## src/rtl/hex_disp_pkg.sv

```systemverilog
// rtl/hex_disp_pkg.sv - shared types and helpers for the hex scan display driver
package hex_disp_pkg;

    typedef enum logic {
        GUARD = 1'b0,
        DRIVE = 1'b1
    } scan_state_t;

    localparam int DEFAULT_DIGITS = 4;

    function automatic logic nibble_is_zero(input logic [3:0] nib);
        return nib == 4'h0;
    endfunction

endpackage

```

## src/rtl/scan_timer.sv

```systemverilog
// rtl/scan_timer.sv - loadable down-counter that flags terminal count at zero
module scan_timer #(
    parameter int WIDTH = 4
) (
    input  logic             clk,
    input  logic             reset,
    input  logic             i_load,
    input  logic [WIDTH-1:0] i_load_val,
    output logic             o_tc,
    output logic [WIDTH-1:0] o_count
);

    logic [WIDTH-1:0] r_count;

    // Loading N-1 on entry makes the owning state last exactly N cycles.
    always_ff @(posedge clk or posedge reset) begin
        if (reset) begin
            r_count <= '0;
        end else if (i_load) begin
            r_count <= i_load_val;
        end else if (r_count != '0) begin
            r_count <= r_count - 1'b1;
        end
    end

    assign o_tc    = (r_count == '0);
    assign o_count = r_count;

endmodule

```

## src/rtl/hex_scan_driver.sv

```systemverilog
// rtl/hex_scan_driver.sv - frame-synchronous multiplexed hex driver for a 7-segment display
module hex_scan_driver
    import hex_disp_pkg::*;
#(
    parameter int DIGITS       = DEFAULT_DIGITS,
    parameter int REFRESH_DIV  = 50000,
    parameter int GUARD_CYCLES = 16
) (
    input  logic                  clk,
    input  logic                  reset,
    input  logic [4*DIGITS-1:0]   value_in,
    input  logic                  value_valid,
    output logic                  value_ready,
    input  logic                  blank_lz,
    output logic [3:0]            digit_out,
    output logic [DIGITS-1:0]     digit_sel,
    output logic                  digit_blank,
    output logic                  frame_done
);

    localparam int MAX_COUNT = (REFRESH_DIV > GUARD_CYCLES) ? REFRESH_DIV : GUARD_CYCLES;
    localparam int CW        = $clog2(MAX_COUNT);
    localparam int IW        = $clog2(DIGITS);

    localparam logic [CW-1:0] DRIVE_LOAD = CW'(REFRESH_DIV - 1);
    localparam logic [CW-1:0] GUARD_LOAD = CW'(GUARD_CYCLES - 1);
    localparam logic [IW-1:0] LAST_IDX   = IW'(DIGITS - 1);

    scan_state_t           r_state;
    logic [IW-1:0]         r_idx;
    logic [4*DIGITS-1:0]   r_display;
    logic [4*DIGITS-1:0]   r_pending;
    logic                  r_pend_full;
    logic [3:0]            r_digit_out;
    logic [DIGITS-1:0]     r_digit_sel;
    logic                  r_digit_blank;
    logic                  r_frame_done;

    logic                  w_tc;
    logic [CW-1:0]         w_count;
    logic [CW-1:0]         w_load_val;
    logic [DIGITS-1:0]     w_lz_mask;
    logic                  w_xfer;

    assign w_load_val = (r_state == GUARD) ? DRIVE_LOAD : GUARD_LOAD;
    assign w_xfer     = value_valid && !r_pend_full;

    scan_timer #(
        .WIDTH      (CW)
    ) u_timer (
        .clk        (clk),
        .reset      (reset),
        .i_load     (w_tc),
        .i_load_val (w_load_val),
        .o_tc       (w_tc),
        .o_count    (w_count)
    );

    always_comb begin
        logic v_zero_run;
        w_lz_mask  = '0;
        v_zero_run = 1'b1;
        for (int i = DIGITS - 1; i > 0; i--) begin
            v_zero_run   = v_zero_run & nibble_is_zero(r_display[4*i +: 4]);
            w_lz_mask[i] = blank_lz & v_zero_run;
        end
    end

    // frame_done is raised one cycle early so it is high during the last DRIVE
    // cycle; this is why REFRESH_DIV must be at least 2.
    always_ff @(posedge clk or posedge reset) begin
        if (reset) begin
            r_state       <= GUARD;
            r_idx         <= '0;
            r_digit_out   <= 4'h0;
            r_digit_sel   <= '1;
            r_digit_blank <= 1'b1;
            r_frame_done  <= 1'b0;
        end else begin
            r_frame_done <= (r_state == DRIVE) && (r_idx == LAST_IDX) && (w_count == CW'(1));
            if (w_tc) begin
                if (r_state == GUARD) begin
                    r_state       <= DRIVE;
                    r_digit_sel   <= ~(DIGITS'(1) << r_idx);
                    r_digit_out   <= r_display[{r_idx, 2'b00} +: 4];
                    r_digit_blank <= w_lz_mask[r_idx];
                end else begin
                    r_state       <= GUARD;
                    r_digit_sel   <= '1;
                    r_digit_blank <= 1'b1;
                    r_idx         <= (r_idx == LAST_IDX) ? '0 : r_idx + 1'b1;
                end
            end
        end
    end

    // A transfer landing on the frame boundary bypasses pending entirely.
    always_ff @(posedge clk or posedge reset) begin
        if (reset) begin
            r_display   <= '0;
            r_pending   <= '0;
            r_pend_full <= 1'b0;
        end else if (r_frame_done) begin
            if (w_xfer) begin
                r_display <= value_in;
            end else if (r_pend_full) begin
                r_display   <= r_pending;
                r_pend_full <= 1'b0;
            end
        end else if (w_xfer) begin
            r_pending   <= value_in;
            r_pend_full <= 1'b1;
        end
    end

    assign value_ready = !r_pend_full;
    assign digit_out   = r_digit_out;
    assign digit_sel   = r_digit_sel;
    assign digit_blank = r_digit_blank;
    assign frame_done  = r_frame_done;

endmodule

```

## config.mk

```make
export PLATFORM = sky130hd
export DESIGN_NAME = hex_scan_driver
export DESIGN_NICKNAME = d
export VERILOG_FILES = /design/src/rtl/hex_disp_pkg.sv /design/src/rtl/scan_timer.sv /design/src/rtl/hex_scan_driver.sv
export SDC_FILE = /design/constraint.sdc
export NUM_CORES = 1
export LEC_CHECK = 0
export ABC_AREA = 1
export CORE_MARGIN = 5
export CORE_UTILIZATION = 50
export DETAILED_ROUTE_END_ITERATION = 7
export GPL_TIMING_DRIVEN = 1
export PLACE_DENSITY_LB_ADDON = 0.12
export SLEW_MARGIN = 20
export SYNTH_ARGS = -nofsm -noshare
export SYNTH_HDL_FRONTEND = slang
export SYNTH_HIERARCHICAL = 1
export SYNTH_SLANG_ARGS = --single-unit
```

## constraint.sdc

```tcl
create_clock -name clk -period 2.8 [get_ports clk]
set_input_delay 0.7 -clock clk [delete_from_list [all_inputs] [get_ports clk]]
set_output_delay 0.7 -clock clk [all_outputs]
set_load 0.02 [all_outputs]
```

# == After elaboration in Yosys (flattened, before gate mapping) ==
# Index checks and enable logic that the tools add are counted.
# totals
regBits,62
input_bits,20
# op_classes
add_sub_neg,2
magnitude_cmp,1
n_eq_ne,3
n_shift,2
mux,14
n_bitwise,8
n_reduce_logical,17
# op_table
op,n
2-to-1 mux 16 bit,5
"== test 16 x 1 -> 1 bit, second input constant",1
zero test 16 bit,1
nonzero test 16 bit,1
indexed part select 16 x 5 -> 4 bit,1
"subtractor 16 x 1 -> 16 bit, second input constant",1
zero test 4 bit,3
AND reduction 2 bit,5
2-to-1 mux 1 bit,6
nonzero test 2 bit,3
bitwise AND 1 bit,5
2-to-1 mux 4 bit,1
inverter 4 bit,1
"left shift 1 x 2 -> 4 bit, first input constant",1
logical AND 1 bit,3
"less-than comparator 2 x 3 -> 1 bit, second input constant",1
"adder 2 x 1 -> 2 bit, second input constant",1
binary-select mux 1 bit (select 2 bit),1
"== test 2 bit, second input constant",1
2-to-1 mux 2 bit,1
"!= test 2 bit, second input constant",1
inverter 1 bit,2
zero test 1 bit,1

# == Logic depth before layout (Yosys ltp) ==
# Gate-level depths: netlist of the first run.
# logic_depth
word_depth,7
ltp_mapped,12
ltp_nobuf,11

# == Cells and area by module ==
# Netlist of the first run, hierarchy kept.
# modules_own_cells
module,instances,cells_each,area_each_um2,seq_area_each_um2
hex_scan_driver,1,242,2173.3,1157.4
scan_timer,1,169,1213.7,400.4

# == Least setup slack after synthesis of the first run ==
# OpenSTA, ideal clock, no wires.
# synth_path
path_kind,input to register
from,input value_valid
to,register r_pending[10]
arrival_time_ns,1.817
t_required_ns,2.675
path_slack_ns,0.858
stages,6
path_buffers,2
cell_sequence,inv_1 > nor2_1 > buf_2 > ha_1 > buf_2 > mux2_2
# synth_via
elab_chain_len,2
# synth_lines
element,line,text
start: declaration,hex_scan_driver.sv:12,"input logic value_valid,"
logical AND 1 bit,hex_scan_driver.sv:46,assign w_xfer = value_valid && !r_pend_full;
AND reduction 2 bit (no line),--,
end signal: assignment,hex_scan_driver.sv:111,r_pending <= value_in;
end: declaration,hex_scan_driver.sv:32,logic [4*DIGITS-1:0] r_pending;
# Every way passes these cells.
# A chain may end at the register's enable or synchronous reset.

# == Worst setup path in the final report of the first run ==
# layout_path
from,register u_timer.r_count[0] (netlist: u_timer/o_count[0])
to,register u_timer.r_count[12] (netlist: u_timer/o_count[12])
# layout_rtl
element,line,text
start: declaration,scan_timer.sv:13,logic [WIDTH-1:0] r_count;
start signal: assignment,scan_timer.sv:20,r_count <= i_load_val;
start signal: assignment,scan_timer.sv:22,r_count <= r_count - 1'b1;
zero test 16 bit *,scan_timer.sv:26,assign o_tc = (r_count == '0);
via w_tc,hex_scan_driver.sv:39,logic w_tc;
2-to-1 mux 16 bit or nonzero test 2 bit (tied branches),--,
# Mark *: on every way through the listed nets, which the timed path passes. The rest lies on a longest branch. The select of a mux whose other input is x is not followed.

==> out/metrics.yaml, run 1 <==
floorplan:
  fp.dieArea_mm2: 0.00852
  die_x_um: 92.3
  ioPinCount: 31
  initial_core_util: 0.507
  dieHeight_um: 92.3
  core_area_mm2: 0.00668
  rows: 30
global_routing:
  overflow: 0
  antenna_found_initial: 0
  grt_usage: 0.180
  grt_pass1_wl_mm: 12.0
  grt_pass1_vias: 2545
  grt_max_degree: 47
cts:
  clk_pin_slew_ps: 80
  cts.sinks: 62
  cts_root_buf: "clkbuf_8"
  post_cts_buffers: 0
  cts-hold-fix-buffers: 0
  clk_path_buf_depth: 2
  cts_resized: 0
  h-tree-depth: 3
  clock_latency_ps: 340
  cts_tree: "done"
  numCtsBuffers: 9
layout:
  layout.cells.non_filler: 538
  regArea_mm2: 0.00156
  drive_above_1_share: 0.148
  multi_input_area_mm2: 0.00159
  finalNetCount: 479
  fill_cells: 616
  area_growth_pct: 17.9
  antenna_cells: 0
critical_path:
  crit_path_frequent_cell: "inv_1"
  cp_cell_sequence: "inv_1, ha_1, nand3_4, nor2_8, nand3_4, inv_1, inv_1, or2_2, nand2_1, nor2_1"
  regToRegSetupSlack_ps: 590
  critPathMaxFanout: 15
  ff2ff_path_depth: 10
  r2r_start: "u_timer/o_count[0]"
  endpoint_kind: "flop"
  cp-start-kind: "flop"
  r2r-end: "u_timer/o_count[12]"
  critical_path_required_ps: 3040
  path_class: "reg2reg"
  max_stage_delay_ps: 390
  crit_slowest_cell: "dfrtp_1"
  arrival_ps: 2450
placement:
  routabilityCongestion: 0.881
  io_buffers: 30
  place_ws_ps: 362
  place_hpwl_mm: 5.02
  dp_cells: 522
worst_hold_path:
  min_from: "digit_out[3]"
  min_to: "digit_out[3]"
  hp-class: "reg2reg"
  min_path_cells: 2
synth:
  ys_ff_latch: 62
  synth_area_leaders: "dfrtp_1, nand2_1, nor2_1, inv_1, o21ai_0"
  synth_area_mm2: 0.00339
  syn_area_per_cell_um2: 8.24
  ys_types: 35
  syn_inst: 411
  yosysWarnings: 6
  synth_top_cell_by_area: "dfrtp_1"
  seq_area_frac_synth: 0.460
  synth_top_area_frac: 0.421
power_and_ir_drop:
  p_leak_nw: 1.88
  vdd_ir_drop_max_v: 0.000433
  total_power_mw: 2.28
  pwr_density_cell_mw_per_mm2: 570
timing:
  finalSetupViolations: 0
  finalWorstSetupSlack_ps: 593
  slew_violations: 0
  min_period_ps: 2210
  tightest_slew_ps: 664
  skew_ps: 6.67
  fmax_mhz: 453
  fin_setup_tns_ps: 0
  min_period_over_period: 0.788
  rsz0062_at_grt: "false"
  hold_ws_ps: 496
  max_slew_margin: 0.557
  hold_viol: 0
detailed_routing:
  ant_nets: 0
  drc: 0
  firstDrtPassIters: 4
  drt-wirelength-per-cell_um: 12.9
  wirelength_mm: 6.96
  num_vias: 2685
  first_iter_violations: 155
  via_per_inst: 4.99
status:
  status: "finished, final reports clean"
job:
  cap_violations: 0
## per-stage QoR
stage	cell area, um2	util
6_report	3990	0.598
5_1_grt	3990	0.598
4_1_cts	3990	0.598
3_5_place_dp	3790	0.567
3_3_place_gp	3790	0.567
2_1_floorplan	3420	-
## layer usage
| layer | global-route usage | wire length (um) | part of all wire | vias up |
|---|---|---|---|---|
| li1 | - | - | - | 1400 |
| met1 | 0.242 | 3280 | 0.47 | 1223 |
| met2 | 0.279 | 3230 | 0.46 | 51 |
| met5 | 0 | 0 | 0 | - |
| met3 | 0.0366 | 311 | 0.045 | 11 |
| met4 | 0.0817 | 133 | 0.019 | 0 |
## synth_stat cells
library cell	n
a21oi_1	17
buf_4	3
o21bai_1	3
nand2_1	90
a21oi_4	1
nor4_1	1
nor2_1	58
clkbuf_2	1
nor2_2	6
nand2_2	5
nand3_1	15
inv_1	46
inv_2	2
a31oi_1	6
nor2_4	5
o21ai_0	29
nand4_1	2
xor2_1	3
nand3_2	1
o211ai_1	2
nand3_4	3
ha_1	6
nor3_4	1
dfstp_2	5
or2_2	3
xnor2_1	2
nor2_8	2
buf_6	2
conb_1	2
clkbuf_1	1
mux2_2	11
buf_2	7
o21ai_1	4
dfrtp_1	57
o22ai_1	9
## area by class of cell
| type | instances | area share |
|---|---|---|
| clock buffers | 9 | 0.0310 |
| well taps | 80 | 0.0251 |
| flip-flops and latches | 62 | 0.390 |
| clock inverters | 7 | 0.0201 |
| multi-input cells | 296 | 0.399 |
| repair buffers | 36 | 0.0896 |
| inverters | 48 | 0.0451 |
## registers in the layout (all words and copies together), names as in the netlist
signal	cells
r_pending	16
r_pend_full	1
digit_sel	4
r_idx	2
r_display	16
u_timer/o_count	16
digit_out	4
frame_done	1
digit_blank	1
r_state	1
## power by group
group	switching (mW)	leakage (nW)	internal (mW)
Sequential	0.0614	0.754	1.03
Combinational	0.188	1.03	0.177
Clock	0.393	0.103	0.425
Total	0.643	1.88	1.63
## cells in the final DEF (no fill, tap or decap), types with 4 or more instances in the layout
cell / n
a21oi_1: 17
mux2_2: 11
nand2_1: 90
buf_4: 5
dfrtp_1: 57
o22ai_1: 9
inv_1: 45
a31oi_1: 6
nand2_2: 5
nor2_4: 5
o21ai_1: 4
clkdlybuf4s50_1: 30
conb_1: 11
clkbuf_8: 9
nand3_1: 15
nor2_2: 6
nor2_1: 58
o21ai_0: 29
ha_1: 6
dfstp_2: 5
## worst max-delay path: cells and delay by family, from the launching register on
| kind | cells | cell delay, ps |
|---|---|---|
| and+or+nand+nor | 6 | 860 |
| buffers and inverters | 3 | 570 |
| adders and majority gates | 1 | 290 |
| DFF | 1 | 390 |
## how the worst max path moves through the flow
stage                            start                  end  slack (ps)
floorplan                  value_valid        r_pending[10]         860
global placement           value_valid        r_pending[11]         390
detailed placement         value_valid        r_pending[12]         360
CTS                 u_timer/o_count[0]  u_timer/o_count[12]         590
global route        u_timer/o_count[0]   u_timer/o_count[9]         440
finish              u_timer/o_count[0]  u_timer/o_count[12]         590
## logic make-up (layout without fill, tap and decap cells)
logic type	after synthesis	in the layout	share of synthesized area
AND/OR/NAND/NOR	192	192	0.269
AO/OA/AOI/OAI	71	71	0.117
flip-flops	62	62	0.460
buffers and inverters	62	100	0.0794
multiplexers	11	11	0.0366
adder cells (fa/ha/maj)	6	6	0.0222
XOR/XNOR	5	5	0.0129
other	2	11	0.00222
Power figures use the tool's default switching activity.
==> run 2: changes to the inputs <==
- clock period: 2.8 -> 2.2 ns (I/O delays scaled with it)
==> run 2 against run 1 <==
Global-route usage decreased by 0.72 points. Clock power increased by 26%. Clock skew decreased by 1.4 ps. Routed wire length decreased by 1.6%. Maximum frequency increased by 8.6%. Die area unchanged. Non-clock buffer count increased by 5. First-iteration DRC count decreased by 26%. Utilization increased by 0.99 points. Sequential share of layout area decreased by 0.64 points. Sequential power increased by 28%. Critical path type unchanged. Critical endpoint is now u_timer/o_count[1]. Largest cell class unchanged.
==> out/metrics.yaml, run 2 (synthesized netlist as in run 1, its figures left out) <==
status:
  status: "finished, final reports clean"  # unchanged
timing:
  hold_ws_ps: 477  # was 496 ps
  rsz0062_at_grt: "false"  # unchanged
  skew_ps: 5.28  # was 6.67 ps
  hold_viol: 0  # unchanged
  fin_setup_tns_ps: 0  # unchanged
  finalWorstSetupSlack_ps: 168  # was 593 ps
  slew_violations: 0  # unchanged
  finalSetupViolations: 0  # unchanged
  min_period_over_period: 0.924  # was 0.788
  min_period_ps: 2030  # was 2210 ps
  fmax_mhz: 492  # was 453 MHz
layout:
  area_growth_pct: 19.9  # was 17.9%
  drive_above_1_share: 0.158  # was 0.148
  antenna_cells: 0  # unchanged
  layout_commonest_cell: "nand2_1"  # unchanged
  finalNetCount: 484  # was 479
  stdcell_area_mm2: 0.00406  # was 0.00399 mm2
  fill_cells: 609  # was 616
  final_cell_mix: "nand2_1, nor2_1, dfrtp_1"  # unchanged
  layout.cells.non_filler: 543  # was 538
floorplan:
  core_area_mm2: 0.00668  # unchanged
  die_x_um: 92.3  # unchanged
  fp.dieArea_mm2: 0.00852  # unchanged
  rows: 30  # unchanged
  initial_core_util: 0.507  # unchanged
  ioPinCount: 31  # unchanged
  dieHeight_um: 92.3  # unchanged
cts:
  cts.sinks: 62  # unchanged
  numCtsBuffers: 9  # unchanged
  cts_tree: "done"  # unchanged
  cts_root_buf: "clkbuf_8"  # unchanged
  cts-hold-fix-buffers: 0  # unchanged
  clock_latency_ps: 330  # was 340 ps
  clk_pin_slew_ps: 70  # was 80 ps
  clk_path_buf_depth: 2  # unchanged
  h-tree-depth: 3  # unchanged
critical_path:
  critical_path_required_ps: 2460  # was 3040 ps
  cp-start-kind: "flop"  # unchanged
  endpoint_kind: "flop"  # unchanged
  r2r-end: "u_timer/o_count[1]"  # was u_timer/o_count[12]
  critPathMaxFanout: 10  # was 15
  r2r_start: "u_timer/o_count[0]"  # unchanged
  path_class: "reg2reg"  # unchanged
  arrival_ps: 2290  # was 2450 ps
  regToRegSetupSlack_ps: 170  # was 590 ps
  ff2ff_path_depth: 11  # was 10
power_and_ir_drop:
  p_leak_nw: 1.92  # was 1.88 nW
  vdd_ir_drop_max_v: 0.000554  # was 0.000433 V
  pwr_density_cell_mw_per_mm2: 713  # was 570 mW/mm2
detailed_routing:
  wirelength_mm: 6.85  # was 6.96 mm
  via_per_inst: 4.96  # was 4.99
  routed.top_layer: "met5"  # was met4
  met1Wirelength_mm: 3.43  # was 3.28 mm
  firstDrtPassIters: 6  # was 4
  drt-wirelength-per-cell_um: 12.6  # was 12.9 um
  drc: 0  # unchanged
  ant_nets: 0  # unchanged
  num_vias: 2691  # was 2685
  wl_met2_mm: 3.02  # was 3.23 mm
  first_iter_violations: 115  # was 155
  dr_wl_met3_um: 291  # was 311 um
global_routing:
  grt_max_degree: 47  # unchanged
  grt_pass1_vias: 2516  # was 2545
  grt_usage: 0.172  # was 0.180
  antenna_found_initial: 1  # was 0
  grt_pass1_wl_mm: 11.8  # was 12.0 mm
  overflow: 0  # unchanged
worst_hold_path:
  hp-class: "reg2reg"  # unchanged
  min_to: "digit_out[3]"  # unchanged
  min_path_cells: 2  # unchanged
  min_from: "digit_out[3]"  # unchanged
placement:
  place_ws_ps: 132  # was 362 ps
  dp_cells: 525  # was 522
  io_buffers: 30  # unchanged
  routabilityCongestion: 0.870  # was 0.881
  place_area_mm2: 0.00382  # was 0.00379 mm2
  place_hpwl_mm: 4.94  # was 5.02 mm
job:
  cap_violations: 0  # unchanged
[run 2: cell count changes in the layout (fill, tap and decap cells not counted), sizes merged]
| cell | delta |
|---|---|
| buf | +5 |
| clkbuf | +1 |
| clkinv | +3 |
| clkinvlp | -1 |
| inv | -3 |
[run 2: routing by layer]
layer,vias up,global-route usage
li1,1401,-
met1,1219,0.245
met2,55,0.257
met3,14,0.0357
met4,2,0.0705
met5,-,0
[run 2: report_power, final]
part	internal, mW	switching, mW
Clock	0.562	0.470
Sequential	1.31	0.0764
Combinational	0.232	0.240
[run 2: area by class of cell]
class / instances / area (um2) / share of cell area
multi-input cells: 296 / 1590 / 0.393
flip-flops and latches: 62 / 1560 / 0.384
repair buffers: 41 / 420 / 0.104
clock inverters: 6 / 70.1 / 0.0173
well taps: 80 / 100 / 0.0247
clock buffers: 10 / 138 / 0.0339
inverters: 48 / 180 / 0.0444
[run 2: how the worst max path moves through the flow]
| stage | startpoint | to | slack [ps] | cells past startpoint |
|---|---|---|---|---|
| after floorplan | u_timer/o_count[0] | u_timer/o_count[4] | 270 | 11 |
| after global placement | value_valid | r_display[9] | 140 | 7 |
| after detailed placement | value_valid | r_display[15] | 130 | 7 |
| after CTS | u_timer/o_count[1] | u_timer/o_count[1] | 150 | 11 |
| after global routing | u_timer/o_count[1] | u_timer/o_count[1] | 30 | 11 |
| final | u_timer/o_count[0] | u_timer/o_count[1] | 170 | 11 |
[run 2: metrics by stage]
| step | total power [mW] | utilization |
|---|---|---|
| global placement | 1.88 | 0.572 |
| CTS | 2.93 | 0.604 |
| detailed placement | 1.89 | 0.572 |
| global route | 3.06 | 0.608 |
| finish | 2.89 | 0.608 |
| floorplan | 1.73 | - |
[run 2: timing repair]
item | in CTS | in global routing
setup buffers | 0 | 2
gates resized for setup | 0 | 0
endpoints found under the setup margin | 0 | 2
[run 2: worst max-delay path, cell delays in order, from the launching register on]
cell and delay (ps):
dfrtp_1 400, inv_1 90, ha_1 280, nand3_4 140
nor2_8 140, nand3_4 130, inv_1 150, inv_1 160
buf_4 210, nand3_4 110, nand2_1 60, o21ai_1 80
